==> src/rtl/keypad_pkg.sv <==
// Shared types and helpers for the matrix keypad scanner.
// Holds the FSM state enum and index/legend utilities.
package keypad_pkg;

  typedef enum logic [1:0] {
    S_SCAN,
    S_DEBOUNCE,
    S_PRESSED,
    S_RELEASE_DB
  } state_t;

  function automatic logic [3:0] keymap_4x4(input logic [3:0] idx);
    logic [3:0] leg;
    case (idx)
      4'd0:    leg = 4'h1;
      4'd1:    leg = 4'h2;
      4'd2:    leg = 4'h3;
      4'd3:    leg = 4'hA;
      4'd4:    leg = 4'h4;
      4'd5:    leg = 4'h5;
      4'd6:    leg = 4'h6;
      4'd7:    leg = 4'hB;
      4'd8:    leg = 4'h7;
      4'd9:    leg = 4'h8;
      4'd10:   leg = 4'h9;
      4'd11:   leg = 4'hC;
      4'd12:   leg = 4'hF;
      4'd13:   leg = 4'h0;
      4'd14:   leg = 4'hE;
      default: leg = 4'hD;
    endcase
    return leg;
  endfunction

  // Unused upper bits must be padded with ones by the caller.
  function automatic logic [2:0] onecold_to_idx(input logic [7:0] v);
    logic [2:0] idx;
    idx = '0;
    for (int i = 0; i < 8; i++) begin
      if (!v[i]) idx = 3'(i);
    end
    return idx;
  endfunction

endpackage

==> src/rtl/keypad_sync.sv <==
// Two-flop synchroniser for the asynchronous column inputs.
// Resets to all ones so an idle keypad is seen out of reset.
module keypad_sync #(
  parameter int W = 4
) (
  input  logic         clk,
  input  logic         rst,
  input  logic [W-1:0] i_d,
  output logic [W-1:0] o_q
);

  logic [W-1:0] r_meta;
  logic [W-1:0] r_sync;

  always_ff @(posedge clk or posedge rst) begin
    if (rst) begin
      r_meta <= '1;
      r_sync <= '1;
    end else begin
      r_meta <= i_d;
      r_sync <= r_meta;
    end
  end

  assign o_q = r_sync;

endmodule

==> src/rtl/keypad_scanner.sv <==
// Row-scanning matrix keypad controller with debounce,
// auto-repeat and release events.
module keypad_scanner
  import keypad_pkg::*;
#(
  parameter int ROWS          = 4,
  parameter int COLS          = 4,
  parameter int SCAN_DIV      = 1000,
  parameter int DEBOUNCE_CYC  = 100,
  parameter int REPEAT_EN     = 0,
  parameter int REPEAT_DELAY  = 500000,
  parameter int REPEAT_PERIOD = 100000,
  localparam int KW = $clog2(ROWS*COLS)
) (
  input  logic            clk,
  input  logic            rst,
  input  logic            en,
  input  logic [COLS-1:0] col_n,
  output logic [ROWS-1:0] row_n,
  output logic [KW-1:0]   key_code,
  output logic            key_valid,
  output logic            key_repeat,
  output logic            key_held,
  output logic            key_release
);

  localparam int RW = $clog2(ROWS);
  localparam int SW = $clog2(SCAN_DIV);
  localparam int DW = $clog2(DEBOUNCE_CYC+1);
  localparam int RMAX = (REPEAT_DELAY > REPEAT_PERIOD) ?
                        REPEAT_DELAY : REPEAT_PERIOD;
  localparam int PW = $clog2(RMAX+1);

  if (ROWS < 2 || ROWS > 8) begin : g_bad_rows
    $error("keypad_scanner: ROWS out of range 2..8");
  end
  if (COLS < 2 || COLS > 8) begin : g_bad_cols
    $error("keypad_scanner: COLS out of range 2..8");
  end
  if (SCAN_DIV < 4) begin : g_bad_div
    $error("keypad_scanner: SCAN_DIV below 4");
  end
  if (DEBOUNCE_CYC < 1) begin : g_bad_deb
    $error("keypad_scanner: DEBOUNCE_CYC below 1");
  end

  logic [COLS-1:0] w_col;
  logic [7:0]      w_pad;
  logic            w_idle;
  logic            w_one;
  logic            w_match;
  logic            w_rep_hit;

  state_t          r_state, w_state;
  logic [RW-1:0]   r_row, w_row, w_row_inc;
  logic [SW-1:0]   r_dwell, w_dwell;
  logic [DW-1:0]   r_cnt, w_cnt;
  logic [PW-1:0]   r_rep, w_rep, w_rep_inc;
  logic            r_first, w_first;
  logic [COLS-1:0] r_pat, w_pat;
  logic [ROWS-1:0] r_row_n;
  logic [KW-1:0]   r_code, w_code;
  logic            r_valid, w_valid;
  logic            r_repeat, w_repeat;
  logic            r_release, w_release;
  logic            r_held;

  keypad_sync #(.W(COLS)) u_sync (
    .clk (clk),
    .rst (rst),
    .i_d (col_n),
    .o_q (w_col)
  );

  always_comb begin
    w_pad = '1;
    w_pad[COLS-1:0] = r_pat;
  end

  assign w_idle    = &w_col;
  assign w_one     = ($countones(~w_col) == 1);
  assign w_match   = (w_col == r_pat);
  assign w_row_inc = (r_row == RW'(ROWS-1)) ? '0 : r_row + RW'(1);
  assign w_rep_inc = (r_rep == '1) ? r_rep : r_rep + PW'(1);
  assign w_rep_hit = (REPEAT_EN != 0) &&
                     (r_first ? (r_rep >= PW'(REPEAT_DELAY-1))
                              : (r_rep >= PW'(REPEAT_PERIOD-1)));

  always_comb begin
    w_state   = r_state;
    w_row     = r_row;
    w_dwell   = r_dwell;
    w_cnt     = r_cnt;
    w_rep     = r_rep;
    w_first   = r_first;
    w_pat     = r_pat;
    w_code    = r_code;
    w_valid   = 1'b0;
    w_repeat  = 1'b0;
    w_release = 1'b0;
    if (!en) begin
      w_state = S_SCAN;
      w_row   = '0;
      w_dwell = '0;
      w_cnt   = '0;
      w_rep   = '0;
      w_first = 1'b1;
    end else begin
      unique case (r_state)
        S_SCAN: begin
          if (r_dwell == SW'(SCAN_DIV-1)) begin
            w_dwell = '0;
            if (w_one) begin
              w_pat   = w_col;
              w_cnt   = '0;
              w_state = S_DEBOUNCE;
            end else begin
              w_row = w_row_inc;
            end
          end else begin
            w_dwell = r_dwell + SW'(1);
          end
        end
        S_DEBOUNCE: begin
          if (!w_match) begin
            w_state = S_SCAN;
            w_dwell = '0;
            w_cnt   = '0;
          end else if (r_cnt == DW'(DEBOUNCE_CYC-1)) begin
            w_state = S_PRESSED;
            w_valid = 1'b1;
            w_code  = KW'(int'(r_row)*COLS +
                          int'(onecold_to_idx(w_pad)));
            w_cnt   = '0;
            w_rep   = '0;
            w_first = 1'b1;
          end else begin
            w_cnt = r_cnt + DW'(1);
          end
        end
        S_PRESSED: begin
          w_rep = w_rep_inc;
          if (!w_match) begin
            w_state = S_RELEASE_DB;
            w_cnt   = '0;
          end else if (w_rep_hit) begin
            w_valid  = 1'b1;
            w_repeat = 1'b1;
            w_rep    = '0;
            w_first  = 1'b0;
          end
        end
        S_RELEASE_DB: begin
          // Repeat timing keeps running across a release glitch.
          w_rep = w_rep_inc;
          if (w_idle) begin
            if (r_cnt == DW'(DEBOUNCE_CYC-1)) begin
              w_release = 1'b1;
              w_state   = S_SCAN;
              w_row     = w_row_inc;
              w_dwell   = '0;
              w_cnt     = '0;
            end else begin
              w_cnt = r_cnt + DW'(1);
            end
          end else if (w_match) begin
            w_state = S_PRESSED;
            w_cnt   = '0;
          end else begin
            w_cnt = '0;
          end
        end
        default: w_state = S_SCAN;
      endcase
    end
  end

  always_ff @(posedge clk or posedge rst) begin
    if (rst) begin
      r_state   <= S_SCAN;
      r_row     <= '0;
      r_dwell   <= '0;
      r_cnt     <= '0;
      r_rep     <= '0;
      r_first   <= 1'b1;
      r_pat     <= '1;
      r_row_n   <= ~ROWS'(1);
      r_code    <= '0;
      r_valid   <= 1'b0;
      r_repeat  <= 1'b0;
      r_release <= 1'b0;
      r_held    <= 1'b0;
    end else begin
      r_state   <= w_state;
      r_row     <= w_row;
      r_dwell   <= w_dwell;
      r_cnt     <= w_cnt;
      r_rep     <= w_rep;
      r_first   <= w_first;
      r_pat     <= w_pat;
      r_row_n   <= en ? ~(ROWS'(1) << w_row) : '1;
      r_code    <= w_code;
      r_valid   <= w_valid;
      r_repeat  <= w_repeat;
      r_release <= w_release;
      r_held    <= (w_state == S_PRESSED) ||
                   (w_state == S_RELEASE_DB);
    end
  end

  assign row_n       = r_row_n;
  assign key_code    = r_code;
  assign key_valid   = r_valid;
  assign key_repeat  = r_repeat;
  assign key_held    = r_held;
  assign key_release = r_release;

endmodule

==> config.mk <==
export PLATFORM = sky130hd
export DESIGN_NAME = keypad_scanner
export DESIGN_NICKNAME = d
export VERILOG_FILES = /design/src/rtl/keypad_pkg.sv /design/src/rtl/keypad_sync.sv /design/src/rtl/keypad_scanner.sv
export SDC_FILE = /design/constraint.sdc
export NUM_CORES = 1
export LEC_CHECK = 0
export BUFFER_PORTS_ARGS = -buffer_cell sky130_fd_sc_hd__clkbuf_2
export CAP_MARGIN = 20
export CORE_ASPECT_RATIO = 0.9
export CORE_UTILIZATION = 40
export CTS_CLUSTER_DIAMETER = 200
export DETAILED_ROUTE_END_ITERATION = 10
export SLEW_MARGIN = 10
export SYNTH_ARGS = -nofsm -noshare
export SYNTH_HDL_FRONTEND = slang
export SYNTH_SLANG_ARGS = --single-unit
==> constraint.sdc <==
create_clock -name clk -period 3.6 [get_ports clk]
set_clock_uncertainty 0.15 [all_clocks]
set_input_delay 0.9 -clock clk [delete_from_list [all_inputs] [get_ports clk]]
set_output_delay 0.9 -clock clk [all_outputs]
set_load 0.02 [all_outputs]
### After elaboration in Yosys (flattened, before gate mapping)

Cells that the tools add are included.

* register bits: 44
* word-level logic and storage cells: 92

* $add $sub $neg: 7
* eq/ne operators: 17
* shifts and indexed selects: 1
* multiplexer cells: 46
* bitwise operators: 2
* reduce and logical (&&, ||, !) cells: 7

Operator list (number)
* 2-to-1 mux 10 bit: 5
* 2-to-1 mux 7 bit: 7
* 2-to-1 mux 2 bit: 15
* case mux 10 bit (3 select lines): 1
* case mux 7 bit (4 select lines): 1
* 2-to-1 mux 3 bit: 6
* != test 3 bit (second input constant): 6
* AND reduction 4 bit: 4
* adder 10 x 1 -> 10 bit (second input constant): 1
* equality test 10 bit (second input constant): 1
* equality test 2 bit (second input constant): 5
* 2-to-1 mux 1 bit: 8
* NOT 4 bit: 2
* case mux 2 bit (4 select lines): 1
* adder 7 x 1 -> 7 bit (second input constant): 1
* equality test 7 bit (second input constant): 1
* adder 1 x 1 -> 2 bit: 2
* adder 4 x 3 -> 4 bit: 1
* equality test 4 bit: 1
* 2-to-1 mux 4 bit: 1
* != test 4 x 1 -> 1 bit (second input constant): 1
* case mux 2 bit (2 select lines): 1
* left shift 1 x 2 -> 4 bit (first input constant): 1
* adder 2 x 2 -> 3 bit: 1
* 6 further kinds: 6

### Longest topological paths before layout

* depth after elaboration: 11
* gate-level depth with buffers: 9

### Modules after synthesis

Synthesis repeated with hierarchy kept, for this count alone.

* cells, all modules: 219
* area total of the unflattened synthesis: 2392.3 µm²

By module, submodules not included
* keypad_scanner: instances 1, cells an instance 210, area an instance 2178.3 µm²
* keypad_sync: instances 1, cells an instance 9, area an instance 214.0 µm²

### Least setup slack after synthesis

No wires, ideal clock.

* kind: reg-to-reg
* start point: register u_sync.r_sync[0] (netlist: u_sync.o_q[0])
* end point: register r_row_n[1] (netlist: row_n[1])
* arrival: 2.613 ns
* required time: 3.362 ns
* path slack: 0.749 ns
* cell stages (with the launch flop): 10
* buffers on the path: 0
* period minus slack after synthesis: 2.851 ns
* cells stage by stage: dfstp_2 fa_1 inv_1 ha_1 ha_1 nor3b_1 nand4b_2 mux2_1 o311a_1 or3_1

* longest elaborated chain between the ends: 11

Ends and longest elaborated chain
* start: declaration: line keypad_sync.sv:13 `logic [W-1:0] r_sync;`
* start signal: assignment: line keypad_sync.sv:21 `r_sync <= r_meta;`
* NOT 4 bit: line keypad_scanner.sv:81 `assign w_one = ($countones(~w_col) == 1);`
* adder 1 x 1 -> 2 bit (not written as such): line keypad_scanner.sv:81
* adder 2 x 2 -> 3 bit (not written as such): line keypad_scanner.sv:81
* equality test 3 x 1 -> 1 bit: line keypad_scanner.sv:81
* 2-to-1 mux 2 bit: line keypad_scanner.sv:113 `if (w_one) begin`
* 2-to-1 mux 2 bit: line keypad_scanner.sv:111 `if (r_dwell == SW'(SCAN_DIV-1)) begin`
* case mux 2 bit (2 select lines) (*): line keypad_scanner.sv:109 `unique case (r_state)`
* 2-to-1 mux 2 bit (*): line keypad_scanner.sv:101 `if (!en) begin`
* left shift 1 x 2 -> 4 bit (*): line keypad_scanner.sv:201 `r_row_n <= en ? ~(ROWS'(1) << w_row) : '1;`
* NOT 4 bit (*): line keypad_scanner.sv:201
* 2-to-1 mux 4 bit (*): line keypad_scanner.sv:201
* end signal: assignment: line keypad_scanner.sv:187 `r_row_n <= ~ROWS'(1);`
* end signal: assignment: line keypad_scanner.sv:201
* end: declaration: line keypad_scanner.sv:61 `logic [ROWS-1:0] r_row_n;`

Every way passes the cells marked *; elsewhere a longest branch is shown, timed or not.
A chain may end at the register's enable or synchronous reset.

### Worst setup path in the final report

* start point: register u_sync.r_sync[1] (netlist: u_sync.o_q[1])
* end point: register r_cnt[3]

* longest elaborated chain between the ends: 6

Ends and longest elaborated chain
* NOT 4 bit: line keypad_scanner.sv:81
* adder 1 x 1 -> 2 bit (not written as such): line keypad_scanner.sv:81
* adder 2 x 2 -> 3 bit (not written as such): line keypad_scanner.sv:81
* equality test 3 x 1 -> 1 bit: line keypad_scanner.sv:81
* != test 3 bit (no source line)
* AND reduction 3 bit (no source line)
* end signal: assignment: line keypad_scanner.sv:197 `r_cnt <= w_cnt;`
* end: declaration: line keypad_scanner.sv:57 `logic [DW-1:0] r_cnt, w_cnt;`

Parallel ways exist; a longest one is shown, timed or not.

==> results.json <==
{
  "numCtsBuffers": 5,
  "cts_resized": 0,
  "synthXorXnorAreaFrac": 0.0145,
  "power_density_nw_per_um2": 416,
  "ctsHoldBuffers": 0,
  "synth.cell_area_um2": 2410,
  "start_util": 0.419,
  "core-area_um2": 5760,
  "outcome": "finished with violations",
  "cp_slowest_cell": "dfstp_2",
  "min_period_ns": 3.05,
  "n_antenna_cell": 0,
  "synth_top_area_frac": 0.301,
  "dp_hpwl_um": 3260,
  "hold_violations": 0,
  "dr.pass1.iters": 7,
  "wl_per_cell_um": 14.9,
  "fin_nets": 255,
  "hold-path-endpoint": "u_sync.o_q[2]",
  "holdPathStages": 0,
  "grt_pass1_vias": 1653,
  "wl_um": 4590,
  "slew_headroom": 0.477,
  "synth_cell_types": 60,
  "synth_ff_type": "dfrtp_1",
  "failed_checks": "DRC",
  "netlist_top_cells_area": "dfrtp_1 30%, dfstp_2 16%, ha_1 5.2%",
  "crit_path_frequent_cell": "ha_1",
  "fmax_mhz": 328,
  "cp.arrival_ns": 3.10,
  "start_kind": "register",
  "post_cts_buffers": 0,
  "die_w_um": 83.9,
  "synth_cells": 218,
  "setup_viol": 0,
  "drive_gt1_frac": 0.227,
  "cp-startpoint": "u_sync.o_q[1]",
  "rsz0062_at_grt": "no",
  "pwr-share-clk": 0.338,
  "cts_max_level": 2,
  "grt_use_total": 0.163,
  "hp-start": "u_sync.r_meta[2]",
  "synth_edf_count": 0,
  "synth-seq-cells": 44,
  "root_buffer": "clkbuf_8",
  "drt.antenna.violating_nets": 0,
  "finalCritPeriodShare": 0.848,
  "synth.avg_cell_area_um2": 11.1,
  "row_count": 26,
  "reg2reg_from": "u_sync.o_q[1]",
  "r2r_slack_ns": 0.55,
  "synthSimpleGateAreaFrac": 0.201,
  "antenna_found_initial": 0,
  "synth.net_count": 236,
  "placed_cell_area_um2": 2560,
  "grt_pass1_wl_um": 7870,
  "ys_seq_area_frac": 0.464,
  "cts_sinks": 44,
  "swShare": 0.278,
  "synth_top_family_by_area": "simple AND/OR/NAND/NOR gates",
  "cts_buffer_depth": 2,
  "critPathKind": "register to register",
  "cp_max_fo": 5,
  "synthAdderAreaFrac": 0.0601,
  "switching_power_mw": 0.308,
  "intPower_mw": 0.800,
  "grt_max_degree": 24,
  "cp_cell_sequence": "fa_1 -> inv_1 -> ha_1 -> ha_1 -> nor3b_1 -> nand4_1 -> a32oi_1 -> o21ai_0 -> a22o_1",
  "synth_compound_area_frac": 0.171,
  "worstMarginPinSlew_ns": 0.779,
  "peakVddDrop_mv": 0.235,
  "power.leakage_nw": 1.30,
  "clkLatencyLatePin_ns": 0.30,
  "synth_top_area_cell": "dfrtp_1",
  "r2r-end": "r_cnt[3]",
  "cp.required_ns": 3.64,
  "syn2layout_area_growth_pct": 10.4,
  "ioPinCount": 19,
  "power_frac_seq": 0.497,
  "die_h_um": 75.7,
  "tritoncts": "done",
  "reg2reg_depth": 9,
  "worstSetupEndpointType": "register",
  "vias": 1733,
  "detail_route.vias_per_cell": 5.63,
  "drt-initial-drc-count": 77,
  "die-area_um2": 6350,
  "hold_path.class": "register to register",
  "muxShareOfSynthArea": 0.0565,
  "routabilityCongestion": 0.784,
  "async_reset_ff_frac": 1.00,
  "drc": 1,
  "synth_common_cells": "29 x dfrtp_1, 15 x dfstp_2, 15 x nand3_1",
  "finalSetupTns_ns": 0,
  "io_buffers": 17,
  "max_cap_viol_count": 0,
  "synth_most_common_cell": "dfrtp_1",
  "slowest_delay_ns": 0.58,
  "comb_power_share": 0.165,
  "synth_warnings": 0,
  "grt_overflow_total": 0,
  "drv_slew": 0,
  "clkTransAtPathRegs_ns": 0.09,
  "fin_area_um2": 2660
}
-- worst max-delay path: cells and delay by family (launching register included) --
kind | cells | cell delay, ns
flip-flops | 1 | 0.58
AND/OR/NAND/NOR | 2 | 0.55
buffers and inverters | 1 | 0.06
adder cells (fa/ha/maj) | 3 | 0.78
AO/OA/AOI/OAI | 3 | 0.83
-- flip-flops by register name, summed over array words and instances, names as in the netlist --
name / flops
u_sync.o_q: 4
r_cnt: 7
row_n: 4
key_code: 4
r_dwell: 10
r_pat: 4
key_release: 1
u_sync.r_meta: 4
r_row: 2
key_valid: 1
key_held: 1
r_state: 2
-- cells in the final DEF, fill, tap and decap left out, types with 6 or more instances in the layout --
cell type	count
o31ai_1	7
dfstp_2	15
dfrtp_1	29
nand3_1	15
ha_1	10
a22o_1	6
o21ai_0	10
clkbuf_2	17
nand2_1	14
inv_1	9
and3_1	7
a21o_1	8
nor2_1	6
-- power groups by stage --
stage | clock (mW) | combinational (mW) | sequential, mW
3_5_place_dp | 0 | 0.182 | 0.560
6_report | 0.375 | 0.182 | 0.551
3_3_place_gp | 0 | 0.180 | 0.559
2_1_floorplan | 0 | 0.139 | 0.558
4_1_cts | 0.387 | 0.183 | 0.550
5_1_grt | 0.409 | 0.205 | 0.555
-- final cells by class --
type | count | area, um^2
Inverter | 10 | 37.5
Fill cell | 543 | 3090
Clock buffer | 6 | 72.6
Clock inverter | 2 | 35.0
Timing Repair Buffer | 18 | 92.6
Multi-Input combinational cell | 158 | 1220
Tap cell | 70 | 87.6
Sequential cell | 44 | 1120
-- cells by family after synthesis --
kind of cell | count (synthesis)
adder cells (fa/ha/maj) | 11
AND/OR/NAND/NOR | 77
XOR/XNOR | 4
AO/OA/AOI/OAI | 53
multiplexers | 12
other | 1
flip-flops | 44
buffers and inverters | 16
-- routing by layer --
metal / routed length, um / GRT usage
met4: 56 / 0.0632
met2: 1940 / 0.253
met1: 2440 / 0.223
met5: 0 / 0
met3: 155 / 0.0390
-- per-stage QoR --
stage	hold slack [ns]	utilization	setup slack (ns)	cells	power, mW
detailed placement	0.197	0.444	0.565	300	0.741
CTS	0.210	0.463	0.542	308	1.12
finish	0.208	0.463	0.548	308	1.11
global placement	0.196	0.444	0.627	300	0.739
global route	0.214	0.463	0.385	308	1.17
floorplan	0.195	-	0.749	218	0.698
-- worst max path at each step --
stage	endpoint	slack, ns	depth (start not counted)
CTS	r_cnt[3]	0.54	9
finish	r_cnt[3]	0.55	9
global route	r_cnt[4]	0.38	9
detailed placement	r_cnt[3]	0.57	9
floorplan	row_n[1]	0.75	9
global placement	row_n[1]	0.63	9
No activity file was read; power rests on OpenSTA's default activity.
